### src/rtl/program_loader_pkg.sv
// Shared definitions for the boot-time program loader: FSM state encoding and
// stream framing constants.
package program_loader_pkg;

  typedef enum logic [2:0] {
    ST_IDLE  = 3'd0,
    ST_LEN   = 3'd1,
    ST_BYTES = 3'd2,
    ST_WRITE = 3'd3,
    ST_DONE  = 3'd4,
    ST_ERROR = 3'd5
  } state_e;

  localparam int BYTES_PER_WORD = 4;

endpackage

### src/rtl/program_loader_word_assembler.sv
// Big-endian word assembler: shifts stream bytes into a 32-bit word and flags
// the transfer that completes it.
module program_loader_word_assembler
  import program_loader_pkg::*;
(
  input  logic        clk_i,
  input  logic        rst_i,
  input  logic        clear_i,
  input  logic        shift_i,
  input  logic [7:0]  byte_i,
  output logic [31:0] word_o,
  output logic        word_ready_o
);

  logic [1:0]  cnt_q;
  logic [31:0] word_q;

  always_ff @(posedge clk_i or posedge rst_i) begin
    if (rst_i) begin
      cnt_q  <= 2'd0;
      word_q <= 32'd0;
    end else if (clear_i) begin
      cnt_q  <= 2'd0;
    end else if (shift_i) begin
      word_q <= {word_q[23:0], byte_i};
      cnt_q  <= cnt_q + 2'd1;
    end
  end

  // Asserted on the transfer of the final byte, so the word is complete next cycle.
  assign word_ready_o = shift_i && (cnt_q == 2'(BYTES_PER_WORD - 1));
  assign word_o       = word_q;

endmodule

### src/rtl/program_loader.sv
// Loads a length-prefixed big-endian byte stream into program memory and holds
// the processor in reset until a complete, valid image has been written.
module program_loader
  import program_loader_pkg::*;
#(
  parameter int          MEMORY_DEPTH = 32,
  parameter logic [31:0] BASE_ADDRESS = 32'h0000_0000
) (
  input  logic        clk,
  input  logic        reset,
  input  logic        start_i,
  input  logic [7:0]  byte_data_i,
  input  logic        byte_valid_i,
  output logic        byte_ready_o,
  output logic        mem_we_o,
  output logic [31:0] mem_addr_o,
  output logic [31:0] mem_data_o,
  output logic        cpu_reset_o,
  output logic        busy_o,
  output logic        done_o,
  output logic        error_o
);

  localparam int WC_W = $clog2(MEMORY_DEPTH) + 1;

  state_e          state_q;
  logic [WC_W-1:0] wc_q;
  logic [7:0]      len_q;

  logic        xfer;
  logic        start_ok;
  logic        asm_shift;
  logic        asm_clear;
  logic        word_ready;
  logic [31:0] hdr;
  logic [31:0] wc_ext;
  logic [31:0] last_idx;

  assign xfer      = byte_valid_i && byte_ready_o;
  assign start_ok  = start_i && (state_q inside {ST_IDLE, ST_DONE, ST_ERROR});
  assign asm_shift = byte_valid_i && (state_q == ST_BYTES);
  assign asm_clear = start_ok || (state_q == ST_WRITE);
  assign hdr       = {24'd0, byte_data_i};
  assign wc_ext    = 32'(wc_q);
  assign last_idx  = {24'd0, len_q} - 32'd1;

  program_loader_word_assembler u_word_assembler (
    .clk_i        (clk),
    .rst_i        (reset),
    .clear_i      (asm_clear),
    .shift_i      (asm_shift),
    .byte_i       (byte_data_i),
    .word_o       (mem_data_o),
    .word_ready_o (word_ready)
  );

  always_ff @(posedge clk or posedge reset) begin
    if (reset) begin
      state_q <= ST_IDLE;
      wc_q    <= '0;
      len_q   <= 8'd0;
    end else begin
      case (state_q)
        ST_IDLE, ST_DONE, ST_ERROR: begin
          if (start_i) begin
            state_q <= ST_LEN;
            wc_q    <= '0;
          end
        end
        ST_LEN: begin
          if (xfer) begin
            if (hdr == 32'd0 || hdr > 32'(MEMORY_DEPTH)) begin
              state_q <= ST_ERROR;
            end else begin
              len_q   <= byte_data_i;
              state_q <= ST_BYTES;
            end
          end
        end
        ST_BYTES: begin
          if (word_ready) state_q <= ST_WRITE;
        end
        ST_WRITE: begin
          if (wc_ext == last_idx) begin
            state_q <= ST_DONE;
          end else begin
            wc_q    <= wc_q + 1'b1;
            state_q <= ST_BYTES;
          end
        end
        default: state_q <= ST_IDLE;
      endcase
    end
  end

  // Every handshake/status output is a pure decode of the state register.
  assign byte_ready_o = (state_q == ST_LEN) || (state_q == ST_BYTES);
  assign mem_we_o     = (state_q == ST_WRITE);
  assign busy_o       = (state_q == ST_LEN) || (state_q == ST_BYTES) || (state_q == ST_WRITE);
  assign done_o       = (state_q == ST_DONE);
  assign error_o      = (state_q == ST_ERROR);
  assign cpu_reset_o  = (state_q != ST_DONE);
  assign mem_addr_o   = BASE_ADDRESS + {wc_ext[29:0], 2'b00};

endmodule

### config.mk
export PLATFORM = sky130hd
export DESIGN_NAME = program_loader
export DESIGN_NICKNAME = d
export VERILOG_FILES = /design/src/rtl/program_loader_pkg.sv /design/src/rtl/program_loader_word_assembler.sv /design/src/rtl/program_loader.sv
export SDC_FILE = /design/constraint.sdc
export NUM_CORES = 1
export LEC_CHECK = 0
export BUFFER_PORTS_ARGS = -buffer_cell sky130_fd_sc_hd__buf_2
export CORE_AREA = 4 4 67 130
export DETAILED_ROUTE_END_ITERATION = 10
export DIE_AREA = 0 0 71 134
export PLACE_DENSITY = 0.68
export SLEW_MARGIN = 20
export SYNTH_ARGS = -nofsm -noshare
export SYNTH_HDL_FRONTEND = slang
export SYNTH_SLANG_ARGS = --single-unit
### constraint.sdc
create_clock -name clk -period 3.2 [get_ports clk]
set_input_delay 0.16 -clock clk [delete_from_list [all_inputs] [get_ports clk]]
set_output_delay 0.16 -clock clk [all_outputs]
set_load 0.005 [all_outputs]
; Word-level counts from Yosys, hierarchy flattened
; Index checks and enable logic that the tools add are counted.
[word_totals]
ff_bits = 51
inputBits = 12
out_inout_bits = 70
wordCells = 52
[classes]
addsub = 3
order_cmp = 1
n_eq_ne = 12
n_mux = 11
bitwise_logic = 2
n_reduce_logical = 18
[op_table]
columns = cell, count
row1 = 6-bit by 32-bit == test with 1-bit output, 1
row2 = 32-bit logical NOT, 1
row3 = 3-bit two-way mux, 5
row4 = 6-bit two-way mux, 2
row5 = 3-bit one-hot mux with 4 select lines, 1
row6 = 6-bit one-hot mux with 2 select lines, 1
row7 = 3-bit AND reduction, 3
row8 = "8-bit by 1-bit subtractor with 9-bit output, second input constant", 1
row9 = "8-bit by 6-bit greater-than comparator with 1-bit output, second input constant", 1
row10 = "6-bit by 1-bit adder with 6-bit output, second input constant", 1
row11 = "3-bit by 2-bit == test with 1-bit output, second input constant", 2
row12 = "3-bit == test, second input constant", 2
row13 = "2-bit != test, second input constant", 3
row14 = 1-bit logical AND, 4
row15 = 1-bit logical OR, 4
row16 = 2-bit two-way mux, 2
row17 = 2-bit nonzero test, 2
row18 = "3-bit by 1-bit == test with 1-bit output, second input constant", 1
row19 = 3-bit logical NOT, 1
row20 = "3-bit != test, second input constant", 1
row21 = 3-bit nonzero test, 1
row22 = 3-bit OR reduction, 1
row23 = "2-bit by 1-bit adder with 2-bit output, second input constant", 1
row24 = "2-bit == test, second input constant", 1
row25 = 3 further kinds, 4

; Depth between registers and ports, before layout
; Gate-level depths: netlist (run 1).
[logic_depth]
word_depth = 6
depth_mapped = 9
depth_no_buf = 8

; Cells and area by module
; From an unflattened synthesis (run 1), not the netlist that was laid out.
[unflattened]
cells_unflattened = 228
area_unflattened_um2 = 2822.7
[by_module_without_submodules]
columns = mod, n_inst, cells_each, area_per_inst_um2
row1 = program_loader_word_assembler, 1, 78, 1450.1
row2 = program_loader, 1, 150, 1372.6

; Least setup slack after synthesis (run 1)
; OpenSTA, ideal clock, no wires.
[synth_path]
path_type = input-to-reg
startpoint = in byte_data_i[0]
endpoint = reg len_q[0]
arrival_time_ns = 1.984
t_required_ns = 3.075
path_slack_ns = 1.091
path_stages = 7
path_buffers = 1
path_cell_list = or4_1 nor2_1 xor2_1 or3_1 or4_1 buf_2 mux2_2
[synth_via]
elab_chain_len = 4
elab_cells_between_ends = 5
classes_between = 1 x order compare / 1 x bitwise / 3 x reduce/logical
[synth_rtl]
columns = element, line_no
row1 = "start, declared", program_loader.sv:12  ; input logic [7:0] byte_data_i,
row2 = 8-bit by 6-bit greater-than comparator with 1-bit output / 32-bit logical NOT (equally long branches), program_loader.sv:72  ; if (hdr == 32'd0 || hdr > 32'(MEMORY_DEPTH)) begin
row3 = 1-bit logical OR, program_loader.sv:72
row4 = 1-bit inverter (no line), n/a
row5 = 3-bit AND reduction (no line), n/a
row6 = "end signal, assigned", program_loader.sv:75  ; len_q <= byte_data_i;
row7 = "end, declared", program_loader.sv:28  ; logic [7:0] len_q;
; Parallel ways exist; a longest one is shown, timed or not.
; A chain may end at the register's enable or synchronous reset.

; Worst setup path after layout (run 1)
[layout_path]
startpoint = reg len_q[0]
endpoint = reg wc_q[3]
[layout_via]
elab_chain_len = 4
[layout_rtl]
columns = element, line_no
row1 = 8-bit by 1-bit subtractor with 9-bit output, program_loader.sv:45  ; assign last_idx = {24'd0, len_q} - 32'd1;
row2 = 6-bit by 32-bit == test with 1-bit output, program_loader.sv:84  ; if (wc_ext == last_idx) begin
row3 = 2-bit != test (no line), n/a
row4 = 3-bit AND reduction (no line), n/a
row5 = "end signal, assigned", program_loader.sv:87  ; wc_q <= wc_q + 1'b1;
row6 = "end, declared", program_loader.sv:27  ; logic [WC_W-1:0] wc_q;
; No other way between the ends.

==> impl_results.md, run 1 <==
- Clock latency on the worst-skew pair: 290 ps
- Layout cells sized above 1: 39.86%
- Gpl congestion: 0.7966
- Share of the synthesized area in the top cell type: 48.92%
- Initial antenna violation count: 0
- H-tree Lvls: 2
- Detailed-route via count: 1,796
- Slew @ Worst Pin: 786.9 ps
- PwrDens: 897.3 nW/um^2
- MaxCap Viol Count: 0
- Worst reg2reg path depth: 8
- Final WL: 5459 um
- CP Launch Point: len_q[0]
- CP cell instances: inv_1 -> ha_1 -> nor3b_1 -> xnor2_1 -> nand4b_1 -> a2111oi_4 -> o21ai_0 -> a21oi_1
- Ys async rst share: 100.0%
- Antenna Nets Post-Route: 0
- DR pass1 iterations: 4
- Residual DRC: 0
- Main synth FF type: dfrtp_1
- DRT iter0 DRCs: 86
- Final setup violation count: 0
- Syn avg cell area: 11.59 um^2
- Seq. cell area: 1276 um^2
- WS Path Type: register to register
- NumNets Final: 295
- Area of the die: 9514 um^2
- R2r setup slk: 760 ps
- Clock root cell: clkbuf_16
- Core Area: 7657 um^2
- Min Tclk post-route: 2443 ps
- CP arrival: 2660 ps
- CP max stage delay: 670 ps
- CTS Buffer Depth: 2
- Post-DP HPWL: 4304 um
- Overall die width: 71 um
- Initial Utilization: 34.07%
- RSZ-0062 raised after global routing: false
- Largest net degree at the start of global routing: 39
- IO Port Bufs: 55
- Register bit total from synthesis: 51
- Reg-to-Reg Start: len_q[0]
- Multi-input logic area: 1154 um^2
- CP Capture Point: wc_q[3]
- Final Core Density: 39.75%
- Worst EP required: 3410 ps
- Ys Warns: 0
- Max Fanout on Critical Path: 13
- Gr ovfl total: 0
- Slowest CP cell: a2111oi_4
- Slew headroom: 47.47%
- Synth cell types: 42
- Status: finished, final reports clean
- CTS buffer count: 5
- Mapped Area: 2609 um^2
- FF-to-FF End: wc_q[3]
- CTS tree: done
- Post-synthesis sequential area ratio: 48.92%
- VDD IR max: 421.3 uV
- Post-synth EDFFs: 0
- Startpoint types: register
- Vias in the first global route: 1,761
- Clk_skew: 8.138 ps
- HP Class: input pin to asynchronous set/reset pin
- Final Hold Vio Count: 0
- N_diodes: 0
- Via density: 4.789
- Hold buffer count at CTS: 0
- All-Layer GR Usage: 11.64%
- Clock sinks: 51
- Post-cts sizing count: 0
- Routed wire length per instance: 14.56 um
- Area delta synth->final: 16.69%
- Post-route setup TNS: 0 ps
- Global-route wire length before repair: 8687 um
- Rows: 45
- Postcts setup bufs: 0
- Post-route clock period utilization: 76.34%
- # IOs: 82
- Leakage: 1.469 nW
- Clk slew on worst S/H paths: 60 ps
- Fillers: 793
- Max Freq: 0.4094 GHz
- Critical path capture point type: register
- Cells after Synth: 225
- Synth top area cells: dfrtp_1 (49%), mux2_2 (16%), buf_4 (7.5%), nand2_1 (1.9%), xnor2_1 (1.7%)
- Max-slew violation count: 0
- Leading area contributor after synthesis: dfrtp_1
- Die H: 134 um
synthesized netlist by cell type (3+ instances only):
cell type / instances
o21ai_0: 8
buf_2: 3
xor2_1: 5
nand2b_1: 3
mux2_2: 38
nor2_1: 4
buf_4: 26
o211ai_1: 3
or4_1: 4
nor3_1: 4
nand3_1: 4
a21oi_1: 4
clkbuf_1: 3
xnor2_1: 5
ha_1: 3
nand2_1: 13
dfrtp_1: 51
and2_1: 3
inv_1: 10
or3_1: 3
kinds of logic after synthesis:
logic type	count (synthesis)	synth area share [%]
adder cells (fa/ha/maj)	3	1.439
multiplexers	39	16.79
AO/OA/AOI/OAI	24	6.619
buffers and inverters	44	10.79
AND/OR/NAND/NOR	53	11.94
XOR/XNOR	10	3.357
flip-flops	51	48.92
other	1	0.1437
cells in the final DEF, fill, tap and decap left out, types with 2 or more instances in the layout:
| master | n |
|---|---|
| dfrtp_1 | 51 |
| ha_1 | 3 |
| or3_1 | 3 |
| and2_1 | 3 |
| nand4_1 | 2 |
| nor3b_1 | 2 |
| buf_2 | 55 |
| nor3_1 | 4 |
| o21ai_0 | 8 |
| buf_4 | 2 |
| or4_1 | 4 |
| xor2_1 | 5 |
| nor2_1 | 4 |
| mux2_2 | 38 |
| inv_1 | 9 |
| nor4_1 | 2 |
| a21oi_1 | 4 |
| o211ai_1 | 3 |
| conb_1 | 26 |
| nand3_1 | 4 |
| nand2_1 | 13 |
| clkbuf_16 | 5 |
| xnor2_1 | 5 |
| o31ai_1 | 2 |
| and3_1 | 2 |
| nand2b_1 | 3 |
through the flow:
step | setup WS [ps] | std cells | hold slack, ps | cell area (um^2) | power (mW)
final | 757.3 | 375 | 11.33 | 3044 | 2.732
after CTS | 751.3 | 375 | 50.30 | 3044 | 2.783
after floorplan | 1091 | 250 | 310.5 | 2703 | 1.781
after global placement | 768.9 | 367 | 354.9 | 2875 | 2.128
after global routing | 624.3 | 375 | 94.01 | 3044 | 2.935
after detailed placement | 702.7 | 367 | 364.3 | 2875 | 2.167
layout make-up:
cell class	instances	share of cell area, %
flip-flops and latches	51	41.92
multi-input cells	155	37.90
repair buffers	57	9.536
clock buffers	5	4.110
well taps	94	3.864
clock inverters	3	1.439
inverters	10	1.233
flip-flops by register name, indices dropped and copies added, names as in the netlist:
register	count
len_q	8
state_q	3
wc_q	6
u_word_assembler.cnt_q	2
u_word_assembler.word_o	32
report_power, final:
group | leakage [nW] | switching (mW) | internal [mW]
sequential | 0.650 | 0.266 | 0.910
combinational | 0.734 | 0.424 | 0.529
clock | 0.0838 | 0.233 | 0.369
total | 1.47 | 0.923 | 1.81
per-layer routing:
layer	share of wire (%)	GRT usage, %	vias to the layer above
li1	-	-	844
met1	34	11.55	894
met2	59	22.75	53
met3	4.7	1.725	5
met4	2.1	5.335	0
met5	0	0	-
critical path, delay by kind of cell (launching register included):
family	cells	cell delay (ps)
flip-flops	1	450
AND/OR/NAND/NOR	2	420
adder cells (fa/ha/maj)	1	230
buffers and inverters	1	90
XOR/XNOR	1	150
AO/OA/AOI/OAI	3	1030
how the worst min path moves through the flow:
stage / from / to / slack (ps) / depth (start not counted)
2_1_floorplan: byte_data_i[0] / len_q[0] / 310 / 1
3_3_place_gp: reset / u_word_assembler.word_o[0] / 350 / 2
3_5_place_dp: reset / u_word_assembler.word_o[0] / 360 / 2
4_1_cts: reset / u_word_assembler.word_o[17] / 50 / 2
5_1_grt: reset / u_word_assembler.word_o[0] / 90 / 2
6_report: reset / u_word_assembler.word_o[0] / 10 / 2
Note: power is estimated with default switching activity, not from simulation.
==> run 2: changes to the inputs <==
--- a/config.mk
+++ b/config.mk
@@ -9,7 +9,7 @@
 export CORE_AREA = 4 4 67 130
 export DETAILED_ROUTE_END_ITERATION = 10
 export DIE_AREA = 0 0 71 134
-export PLACE_DENSITY = 0.68
+export PLACE_DENSITY = 0.7
 export SLEW_MARGIN = 20
 export SYNTH_ARGS = -nofsm -noshare
 export SYNTH_HDL_FRONTEND = slang
==> constraint.sdc (replaced) <==
create_clock -name clk -period 2.1 [get_ports clk]
set_input_delay 0.105 -clock clk [delete_from_list [all_inputs] [get_ports clk]]
set_output_delay 0.105 -clock clk [all_outputs]
set_load 0.005 [all_outputs]
==> run 2 against run 1 <==
The run now ends with setup timing left. Non-clock buffer count rose by 33. Clock skew down 5.9 ps. Sequential share of layout area down 4.2 points. Worst setup slack worse by 940 ps. Hold slack improved by 58 ps. Fmax increased by 6.9%. First-iteration DRC count grew 4.7%. Combinational power rose by 110%. Clock power is 59% higher.
==> impl_results.md, run 2 (synthesis gave the netlist of run 1 again) <==
- Min Tclk post-route: 2285 ps (-157.7 ps)
- H-tree Lvls: 2 (unchanged)
- Largest net degree at the start of global routing: 36 (-7.7%)
- Overall die width: 71 um (unchanged)
- CTS buffer count: 5 (unchanged)
- Met2 usage: 22.80% (+0.052 points)
- Status: finished with violations
- Startpoint types: register
- PwrDens: 1368 nW/um^2 (+52%)
- RSZ-0062 raised after global routing: true
- Area delta synth->final: 29.78%
- Final setup violation count: 8 (+8)
- Area of the die: 9514 um^2 (unchanged)
- Layout Cells excl Fill: 408 (+8.8%)
- Gr ovfl total: 0 (unchanged)
- CTS Buffer Depth: 2 (unchanged)
- Reg power frac: 36.1% (-7.0 points)
- Post-DP HPWL: 4358 um (+1.3%)
- Final Hold Vio Count: 0 (unchanged)
- Clock root cell: clkbuf_16
- DRT iter0 DRCs: 90 (+4.7%)
- Die H: 134 um (unchanged)
- Rows: 45 (unchanged)
- Violated checks: setup timing
- DR pass1 iterations: 4 (unchanged)
- Clock sinks: 51 (unchanged)
- Area post-placement: 3053 um^2 (+6.2%)
- NumNets Final: 328 (+11%)
- Fillers: 748 (-5.7%)
- Post-route clock period utilization: 108.8% (+32 points)
- Detailed-route via count: 1,917 (+6.7%)
- CP arrival: 2510 ps (-150 ps)
- Residual DRC: 0 (unchanged)
- Max FFs per register: 32 (unchanged)
- Final WL: 5823 um (+6.7%)
- PnR Total Power: 4.633 mW (+70%)
- IO Port Bufs: 55 (unchanged)
- VDD IR max: 874.2 uV (+110%)
- Clk slew on worst S/H paths: 70 ps (about the same)
- Routed wire length per instance: 14.27 um (-2.0%)
- Max Freq: 0.4376 GHz (+6.9%)
- Gpl congestion: 0.8148 (+2.3%)
- Commonest non-fill, non-tap cell in the layout: buf_2
- CP Launch Point: len_q[0]
- # IOs: 82 (unchanged)
- Max-slew violation count: 0 (unchanged)
- Final Cell Area: 3386 um^2 (+11%)
- Most frequent cells in the layout: buf_2 (55), dfrtp_1 (51), mux2_2 (38), buf_4 (30), conb_1 (26)
- Via density: 4.699 (-1.9%)
- Clk_skew: 2.214 ps (-5.924 ps)
- Post-route setup TNS: -1002 ps (-1002 ps)
- Hold Crit Start: byte_data_i[7]
- Hold_ws: 68.86 ps (+57.53 ps)
- Net Sw Frac: 32.80% (-1.0 points)
- Initial antenna violation count: 0 (unchanged)
- N_diodes: 0 (unchanged)
- Met1 Resource Use GR: 13.20% (+1.6 points)
- Busiest layer in global routing: met2
- Int Power: 3.113 mW (+72%)
- Leakage: 1.651 nW (+12%)
- Core Area: 7657 um^2 (unchanged)
- PnR worst setup slack: -185.0 ps (-942.3 ps)
- Max Fanout on Critical Path: 5 (-8)
- CTS tree: done
- Critical path capture point type: register
- Met3 Resource Use GR: 2.926% (+1.2 points)
- Clk pwr share: 20.7% (-1.3 points)
- Clock latency on the worst-skew pair: 290 ps (about the same)
- Switching power total: 1.519 mW (+65%)
- Initial Utilization: 34.07% (unchanged)
- Worst EP required: 2320 ps (-1090 ps)
- HP Class: input pin to register
- Global-route wire length before repair: 9356 um (+7.7%)
- Logic pwr share: 43.2% (+8.3 points)
- All-Layer GR Usage: 12.43% (+0.79 points)
- Reg-to-Reg Start: len_q[0]
- MaxCap Viol Count: 0 (unchanged)
- Layout cells sized above 1: 49.04% (+9.2 points)
- Vias in the first global route: 1,886 (+7.1%)
- Antenna Nets Post-Route: 0 (unchanged)
- Placed cell count: 389 (+6.0%)
- WS Path Type: register to register
==> run 2: changes by cell type in the layout (fill, tap and decap cells not counted), sizes merged <==
| cell | change |
|---|---|
| buf | +32 |
| clkbuf | +1 |
| inv | +1 |
| clkinv | -2 |
| dlygate4sd3 | +1 |
==> run 2: final timing paths <==
check / endpoint / slack, ps / cells after the start
worst min register to register: u_word_assembler.word_o[24] / 500 / 1
min in group asynchronous: len_q[6] / 350 / 3
worst max register to register: wc_q[3] / -190 / 8
worst max-delay path: wc_q[3] / -190 / 8
worst min-delay path: u_word_assembler.word_o[7] / 70 / 2
max in group asynchronous: state_q[0] / 1160 / 4
==> run 2: through the flow <==
stage               util, %  setup slack, ps
finish                44.22           -185.0
floorplan                 -            32.69
CTS                   42.66           -114.4
global placement      39.87           -184.1
detailed placement    39.87           -245.7
global route          44.22           -311.1
==> run 2: metal layers <==
layer / vias up / share of wire (%)
li1: 909 / -
met1: 937 / 37
met2: 62 / 55
met3: 9 / 5.3
met4: 0 / 2.0
met5: - / 0
==> run 2: cell type report <==
class / instances / area [um^2] / share of cell area (%)
Timing Repair Buffer: 90 / 564.3 / 16.67
Sequential cell: 51 / 1276 / 37.69
Clock inverter: 2 / 38.79 / 1.146
Clock buffer: 6 / 138.9 / 4.102
Multi-Input combinational cell: 155 / 1210 / 35.74
Inverter: 10 / 40.04 / 1.183
Tap cell: 94 / 117.6 / 3.474
==> run 2: repair_timing <==
action,in CTS,in global routing
gates resized for setup,1,16
setup buffers,3,6
hold endpoints to repair,16,0
pin swaps,2,12
endpoints found under the setup margin,8,8
hold buffers,1,0
cloned,0,1
==> run 2: power by group through the flow <==
| stage | sequential, mW | combinational (mW) | clock (mW) |
|---|---|---|---|
| 6_report | 1.67 | 2.00 | 0.958 |
| 5_1_grt | 1.73 | 2.21 | 1.03 |
| 4_1_cts | 1.68 | 1.85 | 0.989 |
| 3_5_place_dp | 1.70 | 1.79 | 0 |
| 3_3_place_gp | 1.68 | 1.75 | 0 |
| 2_1_floorplan | 1.72 | 0.995 | 0 |
==> run 2: critical path: stages, from the launching register on <==
cell       delay (ps)
dfrtp_1           420
or4_4             550
o21bai_1          180
nor3b_4           240
a2111oi_4          70
buf_4             160
buf_6             120
or3_1             340
a21oi_1           130
